--- config.mk ---
export PLATFORM = sky130hd
export DESIGN_NAME = program_counter_ctrl
export DESIGN_NICKNAME = d
export VERILOG_FILES = /design/src/rtl/pc_ctrl_pkg.sv /design/src/rtl/tick_gen.sv /design/src/rtl/program_counter_ctrl.sv
export SDC_FILE = /design/constraint.sdc
export NUM_CORES = 1
export LEC_CHECK = 0
export CAP_MARGIN = 20
export CORE_ASPECT_RATIO = 0.6
export CORE_MARGIN = 4
export CORE_UTILIZATION = 25
export CTS_CLUSTER_DIAMETER = 60
export DETAILED_ROUTE_END_ITERATION = 10
export HOLD_SLACK_MARGIN = 0.03
export SLEW_MARGIN = 30
export SYNTH_ARGS = -nofsm -noshare
export SYNTH_HDL_FRONTEND = slang
export SYNTH_SLANG_ARGS = --single-unit
--- constraint.sdc ---
create_clock -name clock_reg -period 3.69 [get_ports clock_reg]
set_clock_uncertainty 0.15 [all_clocks]
set_input_delay 0.738 -clock clock_reg [delete_from_list [all_inputs] [get_ports clock_reg]]
set_output_delay 0.738 -clock clock_reg [all_outputs]
set_load 0.05 [all_outputs]
--- src/rtl/pc_ctrl_pkg.sv ---
// pc_ctrl_pkg: shared state, mode and branch-condition definitions for the PC controller
package pc_ctrl_pkg;

  typedef enum logic [1:0] {
    ST_HALT  = 2'b00,
    ST_RUN   = 2'b01,
    ST_STEP  = 2'b10,
    ST_FAULT = 2'b11
  } state_t;

  localparam logic [1:0] MODE_RUN  = 2'b00;
  localparam logic [1:0] MODE_STEP = 2'b01;

  localparam logic [2:0] F3_BEQ  = 3'b000;
  localparam logic [2:0] F3_BNE  = 3'b001;
  localparam logic [2:0] F3_BLT  = 3'b100;
  localparam logic [2:0] F3_BGE  = 3'b101;
  localparam logic [2:0] F3_BLTU = 3'b110;
  localparam logic [2:0] F3_BGEU = 3'b111;

  // Codes 010/011 have no branch meaning and never take.
  function automatic logic branch_cond(input logic [2:0] f3, input logic zero,
                                       input logic lt, input logic ltu);
    case (f3)
      F3_BEQ:  return zero;
      F3_BNE:  return !zero;
      F3_BLT:  return lt;
      F3_BGE:  return !lt;
      F3_BLTU: return ltu;
      F3_BGEU: return !ltu;
      default: return 1'b0;
    endcase
  endfunction

endpackage

--- src/rtl/tick_gen.sv ---
// tick_gen: RUN-mode tick divider plus synchronised step-button edge detector producing the advance pulse
module tick_gen
  import pc_ctrl_pkg::*;
#(
  parameter int TICK_DIV = 25_000_000
) (
  input  logic   i_clk,
  input  logic   i_rst_n,
  input  state_t i_state,
  input  logic   i_step_n,
  output logic   o_advance
);

  localparam int CW = $clog2(TICK_DIV);

  logic [CW-1:0] r_cnt;
  logic          r_sync1;
  logic          r_sync2;
  logic          r_prev;
  logic          w_run;
  logic          w_wrap;
  logic          w_fall;

  assign w_run  = (i_state == ST_RUN);
  assign w_wrap = (r_cnt == CW'(TICK_DIV - 1));
  assign w_fall = r_prev && !r_sync2;

  // Counter runs only while in RUN; any other state restarts it from zero.
  always_ff @(posedge i_clk or negedge i_rst_n) begin
    if (!i_rst_n) r_cnt <= '0;
    else          r_cnt <= (w_run && !w_wrap) ? r_cnt + CW'(1) : '0;
  end

  // Two-flop synchroniser and previous-value flop; idle level of the button is high.
  always_ff @(posedge i_clk or negedge i_rst_n) begin
    if (!i_rst_n) begin
      r_sync1 <= 1'b1;
      r_sync2 <= 1'b1;
      r_prev  <= 1'b1;
    end else begin
      r_sync1 <= i_step_n;
      r_sync2 <= r_sync1;
      r_prev  <= r_sync2;
    end
  end

  // Edges seen outside STEP are simply not used, so nothing is queued.
  assign o_advance = (w_run && w_wrap) || ((i_state == ST_STEP) && w_fall);

endmodule

--- src/rtl/program_counter_ctrl.sv ---
// program_counter_ctrl: PC register with RUN/STEP/HALT pacing, branch/jump/jalr target selection and misalignment fault
module program_counter_ctrl
  import pc_ctrl_pkg::*;
#(
  parameter int          ADDR_W   = 8,
  parameter int unsigned RESET_PC = 0,
  parameter int          TICK_DIV = 25_000_000
) (
  input  logic              clock_reg,
  input  logic              reset,
  input  logic [1:0]        mode,
  input  logic              step_n,
  input  logic              branch,
  input  logic              jump,
  input  logic              jalr,
  input  logic [2:0]        funct3,
  input  logic              zero,
  input  logic              lt,
  input  logic              ltu,
  input  logic [ADDR_W-1:0] imm,
  input  logic [ADDR_W-1:0] rs1,
  output logic [ADDR_W-1:0] PC,
  output logic [ADDR_W-1:0] PCp4,
  output logic              advance,
  output logic              taken,
  output logic              fault
);

  state_t              r_state;
  state_t              w_state_nx;
  logic [ADDR_W-1:0]   r_pc;
  logic                r_fault;
  logic [ADDR_W-1:0]   w_rel;
  logic [ADDR_W-1:0]   w_jalr;
  logic [ADDR_W-1:0]   w_target;
  logic                w_br_take;
  logic                w_misalign;
  logic                w_fault_hit;

  tick_gen #(
    .TICK_DIV (TICK_DIV)
  ) u_tick_gen (
    .i_clk     (clock_reg),
    .i_rst_n   (reset),
    .i_state   (r_state),
    .i_step_n  (step_n),
    .o_advance (advance)
  );

  assign PC          = r_pc;
  assign fault       = r_fault;
  assign PCp4        = r_pc + ADDR_W'(4);
  assign w_rel       = r_pc + imm;
  assign w_jalr      = (rs1 + imm) & ~ADDR_W'(1);
  assign w_br_take   = branch && branch_cond(funct3, zero, lt, ltu);
  assign taken       = jalr || jump || w_br_take;
  assign w_target    = jalr ? w_jalr : (jump || w_br_take) ? w_rel : PCp4;
  assign w_misalign  = taken && (w_target[1:0] != 2'b00);
  assign w_fault_hit = advance && w_misalign;

  // State register.
  always_ff @(posedge clock_reg or negedge reset) begin
    if (!reset) r_state <= ST_HALT;
    else        r_state <= w_state_nx;
  end

  // FAULT is absorbing; otherwise the mode input picks the next state.
  always_comb begin
    w_state_nx = ST_HALT;
    w_state_nx = (r_state == ST_FAULT || w_fault_hit) ? ST_FAULT :
                 (mode == MODE_RUN)  ? ST_RUN  :
                 (mode == MODE_STEP) ? ST_STEP : ST_HALT;
  end

  // PC loads the target on advance unless it is a misaligned flow change, which latches the fault instead.
  always_ff @(posedge clock_reg or negedge reset) begin
    if (!reset) begin
      r_pc    <= ADDR_W'(RESET_PC);
      r_fault <= 1'b0;
    end else begin
      if (advance && !w_misalign) r_pc <= w_target;
      if (w_fault_hit)            r_fault <= 1'b1;
    end
  end

endmodule

Word level (Yosys, flattened, before mapping)
Cells that the tools add are included.

word-level totals
  bits in registers = 39
  latch bits = 0
  memory bits (writable) = 0
  memory bits (read-only) = 0
  bits of input ports = 30
  word-level logic and storage cells = 50
  memories kept = 0

operators by class
  add/subtract/negate cells = 4
  multiply operators = 0
  div/mod/pow operators = 0
  $lt $le $gt $ge = 0
  equality and inequality tests = 10
  shifts and indexed selects = 0
  mux-type cells = 7
  bitwise gates (word level) = 0
  reductions and logical operators = 22

operators with widths
  cell                                                                    count
  25-bit by 1-bit adder with 25-bit output (second input constant)        1
  25-bit equality test (second input constant)                            1
  25-bit two-way mux                                                      1
  8-bit adder                                                             2
  8-bit two-way mux                                                       2
  3-bit equality test (second input constant)                             4
  8-bit by 3-bit adder with 8-bit output (second input constant)          1
  1-bit logical AND                                                       8
  1-bit logical NOT                                                       6
  2-bit two-way mux                                                       3
  1-bit case mux with 6 select lines                                      1
  1-bit logical OR                                                        5
  2-bit by 1-bit equality test with 1-bit output (second input constant)  2
  2-bit equality test (second input constant)                             2
  3-bit by 1-bit equality test with 1-bit output (second input constant)  1
  3-bit logical NOT                                                       1
  2-bit logical NOT                                                       1
  2-bit nonzero test                                                      1

Depth between registers and ports, before layout
Gate-level depths: netlist (run 1).

  word-level depth = 11
  depth in mapped cells = 9
  gate-level depth less buffers = 9

Hierarchy
From an unflattened synthesis (run 1), not the netlist that was laid out.

second synthesis, totals
  cell total of the unflattened synthesis = 296
  area total of the unflattened synthesis = 2733.9 µm²

by module, submodules not included
  module                times used  cells each  area an instance (µm²)  seq. area each (µm²)
  tick_gen              1           144         1433.9                  704.4
  program_counter_ctrl  1           152         1300.0                  275.3

Worst setup path after synthesis (run 1)
OpenSTA, ideal clock, no wires.

  path kind = flip-flop to output port
  from = register r_pc[2], in the netlist PC[2]
  to = output port PCp4[6]
  arrival = 1.921 ns
  data required time = 2.802 ns
  slack = 0.881 ns
  stages on the path, launching flop included = 4
  buffers on the path = 0
  path through = dfrtp_1 -> ha_1 -> nand3_1 -> xnor2_1

between the ends
  longest elaborated chain between the ends = 1

ends and longest elaborated chain
  what                                    RTL line                    text
  from (decl)                             program_counter_ctrl.sv:31  logic [ADDR_W-1:0] r_pc;
  from (signal assigned)                  program_counter_ctrl.sv:78  r_pc <= ADDR_W'(RESET_PC);
  from (signal assigned)                  program_counter_ctrl.sv:81  if (advance && !w_misalign) r_pc <= w_target;
  8-bit by 3-bit adder with 8-bit output  program_counter_ctrl.sv:52  assign PCp4 = r_pc + ADDR_W'(4);
  to (decl)                               program_counter_ctrl.sv:23  output logic [ADDR_W-1:0] PCp4,

No other way between the ends.

Final worst setup path (run 1)
  from = register u_tick_gen.r_cnt[7]
  to = output port advance

between the ends
  longest elaborated chain between the ends = 3

ends and longest elaborated chain
  what                    RTL line                    text
  from (decl)             tick_gen.sv:16              logic [CW-1:0] r_cnt;
  from (signal assigned)  tick_gen.sv:31              else r_cnt <= (w_run && !w_wrap) ? r_cnt + CW'(1) : '0;
  25-bit equality test    tick_gen.sv:25              assign w_wrap = (r_cnt == CW'(TICK_DIV - 1));
  1-bit logical AND       tick_gen.sv:48              assign o_advance = (w_run && w_wrap) || ((i_state == ST_STEP) && w_fall);
  1-bit logical OR        tick_gen.sv:48
  to (decl)               program_counter_ctrl.sv:24  output logic advance,

No other way between the ends.

==> results of run 1 <==
## cell families after synthesis
group                      after synthesis  share of synthesized area [%]
muxes                                    4                           1.74
AOI/OAI and AO/OA                       50                           13.4
adders and majority gates               17                           8.78
and+or+nand+nor                        113                           21.4
buffers and inverters                   20                           3.71
xor gates and xnor gates                39                           13.2
DFF                                     39                           37.8
## layer usage
layer / GRT usage, % / vias up
met3: 3.40 / 7
met2: 13.9 / 49
met1: 16.7 / 995
li1: - / 1082
met4: 2.93 / 0
met5: 0 / -
## worst max-delay path, stage by stage (launching register included)
cell and delay, ns:
dfrtp_1 0.43, nor4bb_1 0.39, nand4_1 0.20, o21ai_1 0.26, clkdlybuf4s50_1 0.85
## per-stage QoR
step           hold WS, ns  utilization (%)
5_1_grt              0.215             33.8
6_report             0.205             33.8
3_5_place_dp         0.198             32.0
4_1_cts              0.206             33.7
2_1_floorplan        0.195                -
3_3_place_gp         0.197             32.0
## where the power goes
group / switching (mW) / leakage, nW / internal [mW]
combinational: 0.0713 / 0.772 / 0.0695
sequential: 0.000544 / 0.519 / 0.431
clock: 0.178 / 0.0875 / 0.340
## layout by cell type, fill, tap and decap left out, types with 4 or more instances in the layout
cell type and count:
clkdlybuf4s50_1 46, nor2_1 37, dfrtp_1 36, xor2_1 23
nand2_1 20, nand3_1 16, xnor2_1 16, ha_1 15
a21oi_1 11, inv_1 10, o21ai_0 9, nand4_1 8
clkbuf_16 5, and3_1 4, nor3_1 4, and2_1 4
o21a_1 4, o31a_1 4, buf_4 4
## final timing paths
kind	end	cells past startpoint	slack, ns	start
max	advance	4	0.40	u_tick_gen.r_cnt[7]
max in group asynchronous	u_tick_gen.r_sync2	1	2.75	reset
max reg2reg	PC[4]	8	1.18	PC[0]
min in group asynchronous	PC[7]	1	0.27	reset
min	u_tick_gen.r_sync2	0	0.21	u_tick_gen.r_sync1
min reg2reg	u_tick_gen.r_sync2	0	0.21	u_tick_gen.r_sync1
## sequential cells by signal, indices dropped and copies added, names as in the netlist
register and flops:
fault 1, r_state 2, PC 8, u_tick_gen.r_prev 1
u_tick_gen.r_sync1 1, u_tick_gen.r_cnt 25, u_tick_gen.r_sync2 1
## cell type report
class | instances | area share (%)
multi-input cells | 223 | 45.0
flip-flops and latches | 39 | 29.1
repair buffers | 50 | 14.5
well taps | 135 | 5.01
clock buffers | 6 | 4.12
clock inverters | 2 | 1.15
inverters | 10 | 1.11
==> results.md, run 1 <==
* Status: finished, final reports clean
* P&R area growth vs syn at 30.0%
* Max-cap viol count at 0
* Max clock buf depth at 2
* First-pass GRT wire length at 10.5 mm
* CTS clk-pin slew, worst paths at 0.06 ns
* PortBufs at 48
* Post-synth top area cell: dfrtp_1
* Met3 Routed Length at 399 um
* Total wire length at 6.23 mm
* Vias/cell at 4.59
* Crit Path Max Fanout at 5
* CTS tree: yes
* Die Wd at 139 um
* Placed cell count at 457
* Setup CP Type: reg2out
* # rows at 28
* Area of the multi-input gates at 0.00152 sq mm
* Peak Freq at 304 MHz
* Mapped cell area at 0.00259 sq mm
* Effective utilization at floorplan at 26.0%
* Synth cell types at 51
* NumNets Final at 376
* Pin count of the biggest net entering global routing at 40
* Clk_lat worst skew at 0.28 ns
* Vias at 2133
* Final setup margin at 0.396 ns
* DRT iter0 DRCs at 172
* Num CTS Buffers at 5
* Remaining antenna violation count at 0
* 1st-pass router iterations at 5
* Hold Vio Cnt, Final at 0
* Most frequent cell after synthesis: nor2_1
* Hold WC Path Type: reg2reg
* Top sig layer: met4
* Dpl ws at 0.333 ns
* Mean post-synth cell area at 9.20 sq um
* Slew HR at 53.3%
* Post-CTS resize count at 0
* Crit. End Element: output port
* CP required at 2.80 ns
* Synth top area cells: dfrtp_1 (35%), xor2_1 (7.8%), ha_1 (7.2%)
* H-tree depth at 2
* Hold_buf cts at 0
* Slew Limit Fails at 0
* Die area at 0.0121 sq mm
* Placer Congestion at 0.785
* Post-Syn Instances at 282
* Commonest cells in the netlist: nor2_1 (37), dfrtp_1 (36), xor2_1 (23)
* EDFF count, synth at 0
* Synth Flop Type: dfrtp_1
* Ant diodes at 0
* CP arrival at 2.41 ns
* Die Span Y at 86.9 um
* Post-Route Setup TNS at 0 ns
* Clock Tree Root: clkbuf_16
* Post-DP HPWL at 4.78 mm
* Final Setup Violations at 0
* Total gr overflow at 0
* Leakage at 1.38 nW
* Post-CTS Setup Bufs at 0
* Core box area at 0.00998 sq mm
* # DRC at 0
* Met2 WL at 2.29 mm
* Register area share after synthesis at 37.8%
* Register area at 980 sq um
* Syn Nets at 329
* Worst-Margin Slew at 0.695 ns
* Tot GR Track Use at 10.7%
* Drt wl/cell at 13.4 um
* Crit path time final at 3.29 ns
* VDD IR max at 0.134 mV
* Syn. warnings at 0
* Share of layout cells above drive strength 1 at 6.67%
* Post-DP Area at 0.00319 sq mm
* Met1 wire length at 3.47 mm
* Vias in the first global route at 2089
* RSZ-0062 raised after global routing: false
* Period utilization at 89.3%
* Ys async rst share at 100%
* Final Power at 1.09 mW
* Final Cell Area at 0.00337 sq mm
* Yosys reg bits at 39
* CP Launch Type: flip-flop
* Fill cells at 1044
* Final Non-Filler Cells at 465
* Power Density at 323 mW/mm^2
* IO Pins at 49
* CTS Sinks at 39
* Synth top area share at 34.7%
* Initial antenna violation count at 0
Power figures use the tool's default switching activity.
==> run 2, diff against run 1 <==
--- a/config.mk
+++ b/config.mk
@@ -5,6 +5,7 @@
 export SDC_FILE = /design/constraint.sdc
 export NUM_CORES = 1
 export LEC_CHECK = 0
+export ABC_AREA = 0
 export CAP_MARGIN = 20
 export CORE_ASPECT_RATIO = 0.6
 export CORE_MARGIN = 4
==> results of run 2 <==
Final layout, timing and power as in run 1 (identical DEF).
==> run 3, diff against run 2 <==
--- a/config.mk
+++ b/config.mk
@@ -7,12 +7,15 @@
 export LEC_CHECK = 0
 export ABC_AREA = 0
 export CAP_MARGIN = 20
+export CELL_PAD_IN_SITES_DETAIL_PLACEMENT = 1
+export CELL_PAD_IN_SITES_GLOBAL_PLACEMENT = 1
 export CORE_ASPECT_RATIO = 0.6
 export CORE_MARGIN = 4
 export CORE_UTILIZATION = 25
 export CTS_CLUSTER_DIAMETER = 60
 export DETAILED_ROUTE_END_ITERATION = 10
 export HOLD_SLACK_MARGIN = 0.03
+export PLACE_DENSITY_LB_ADDON = 0.1
 export SLEW_MARGIN = 30
 export SYNTH_ARGS = -nofsm -noshare
 export SYNTH_HDL_FRONTEND = slang
==> run 3 against run 2 <==
Combinational power grew 5%; critical path type unchanged; wire length is 17% higher; register-to-register slack gained 0.08 ns; clock-buffer cell count down 1; fmax fell by 3.7%; die area did not move; setup slack got worse by 0.13 ns; largest cell class unchanged.
==> results.md, run 3 (synthesized netlist as in run 1, its figures left out) <==
* Max clock buf depth at 2
* Tot GR Track Use at 13.0%
* Largest delay contributor family on the critical path: buffers and inverters
* Post-DP HPWL at 5.83 mm
* Register area at 980 sq um
* Status: finished, final reports clean
* # DRC at 0
* Period utilization at 92.7%
* CP arrival at 2.53 ns
* Crit path time final at 3.42 ns
* Worst-Margin Slew at 0.644 ns
* Max-cap viol count at 0
* Worst min-delay path startpoint: u_tick_gen.r_sync1
* Setup CP Type: reg2out
* CP Launch Type: flip-flop
* RSZ-0062 raised after global routing: false
* Pin count of the biggest net entering global routing at 26
* R2R setup slack at 1.26 ns
* Reg-to-Reg End: PC[6]
* Post-CTS resize count at 0
* Final Setup Violations at 0
* Num CTS Buffers at 5
* Vias/cell at 4.61
* Hold_buf cts at 0
* Total gr overflow at 0
* Slowest cell on crit path: clkdlybuf4s50_1
* Die Span Y at 86.9 um
* CP required at 2.80 ns
* IO Pins at 49
* P&R area growth vs syn at 30.9%
* Power Density at 317 mW/mm^2
* Slew HR at 56.7%
* Effective utilization at floorplan at 26.0%
* Share of layout cells above drive strength 1 at 7.51%
* CTS tree: yes
* Hold Path End: u_tick_gen.r_sync2
* Clk_lat worst skew at 0.29 ns
* 1st-pass router iterations at 4
* Reg-to-Reg Start: PC[0]
* Crit Path Max Fanout at 3
* PortBufs at 48
* Cell Chain, Critical Path: nor4_1 > nand4_1 > o21ai_1 > buf_4 > clkdlybuf4s50_1
* Post-DP Area at 0.00323 sq mm
* Most flop-heavy register: u_tick_gen.r_cnt
* Peak Freq at 292 MHz
* First-pass GRT wire length at 12.4 mm
* CTS clk-pin slew, worst paths at 0.06 ns
* Post-Route Setup TNS at 0 ns
* Die area at 0.0121 sq mm
* Slew Limit Fails at 0
* Final Cell Area at 0.00340 sq mm
* Hold_ws at 0.207 ns
* Vias at 2158
* Hold depth at 0
* Hold Vio Cnt, Final at 0
* Buffer and inverter count on the worst path at 2
* Clock Tree Root: clkbuf_16
* NumNets Final at 379
* Drt wl/cell at 15.6 um
* Ant diodes at 0
* H-tree depth at 2
* Hold WC Path Type: reg2reg
* Area of the multi-input gates at 0.00152 sq mm
* Placer Congestion at 0.748
* Total wire length at 7.31 mm
* DRT iter0 DRCs at 83
* CP max stage delay at 0.80 ns
* Post-CTS Setup Bufs at 0
* CTS Sinks at 39
* Leading cell type in the layout, fill and taps excluded: clkdlybuf4s50_1
* VDD IR max at 0.208 mV
* Reg2reg path depth at 9
* Remaining antenna violation count at 0
* Fill cells at 1162
* # rows at 28
* Die Wd at 139 um
* Most frequent cells in the layout: clkdlybuf4s50_1 (46), nor2_1 (37), dfrtp_1 (36), xor2_1 (23), nand2_1 (20)
* Initial antenna violation count at 0
* Max reg flops at 25
* Core box area at 0.00998 sq mm
* Vias in the first global route at 2280
* Leakage at 1.39 nW
* Crit. End Element: output port
-- run 3: cell types whose count changed in the layout (fill, tap and decap cells not counted) --
cell,delta
buf_4,+1
buf_2,+1
clkinv_2,+1
buf_12,+1
clkinv_4,+1
inv_6,-1
clkbuf_8,-1
-- run 3: where the power goes --
| group | internal [mW] | switching, mW |
|---|---|---|
| clock | 0.319 | 0.178 |
| combinational | 0.0721 | 0.0758 |
| sequential | 0.431 | 0.000654 |
-- run 3: area by class of cell --
type | count | area share [%]
multi-input combinational | 223 | 44.7
clock inverter | 3 | 1.29
clock buffer | 5 | 3.68
inverter | 10 | 1.11
sequential | 39 | 28.9
timing repair buffer | 53 | 15.4
tap | 135 | 4.97
-- run 3: layer usage --
metal  share of wire, %  routed length, um  vias up  GRT usage [%]
met2                 34               2450       41           15.4
met5                  0                  0        -              0
met4               0.94                 69        0           3.20
met1                 61               4450     1025           21.8
met3                4.6                339        8           3.57
li1                   -                  -     1084              -
-- run 3: how the worst max path moves through the flow --
stage                   startpoint      end  depth (start not counted)
2_1_floorplan                PC[2]  PCp4[6]                          3
3_3_place_gp                imm[0]    PC[6]                         10
3_5_place_dp                imm[0]    PC[5]                         10
4_1_cts        u_tick_gen.r_cnt[9]  advance                          5
5_1_grt        u_tick_gen.r_cnt[7]  advance                          5
6_report       u_tick_gen.r_cnt[9]  advance                          5
-- run 3: worst register-to-register path: stages, from the launching register on --
cell and delay, ns:
dfrtp_1 0.41, ha_1 0.22, inv_1 0.07, fa_1 0.22, nor2b_1 0.08, o31a_1 0.27
o21a_1 0.19, or3_1 0.30, a311oi_1 0.28, o31ai_1 0.11
-- run 3: stage by stage --
| step | total power, mW | worst slack [ns] | std cells | utilization (%) |
|---|---|---|---|---|
| 6_report | 1.08 | 0.269 | 468 | 34.0 |
| 5_1_grt | 1.13 | 0.153 | 468 | 34.0 |
| 4_1_cts | 1.10 | 0.241 | 468 | 34.0 |
| 3_5_place_dp | 0.588 | 0.434 | 460 | 32.3 |
| 3_3_place_gp | 0.585 | 0.444 | 459 | 32.1 |
| 2_1_floorplan | 0.515 | 0.881 | 282 | - |
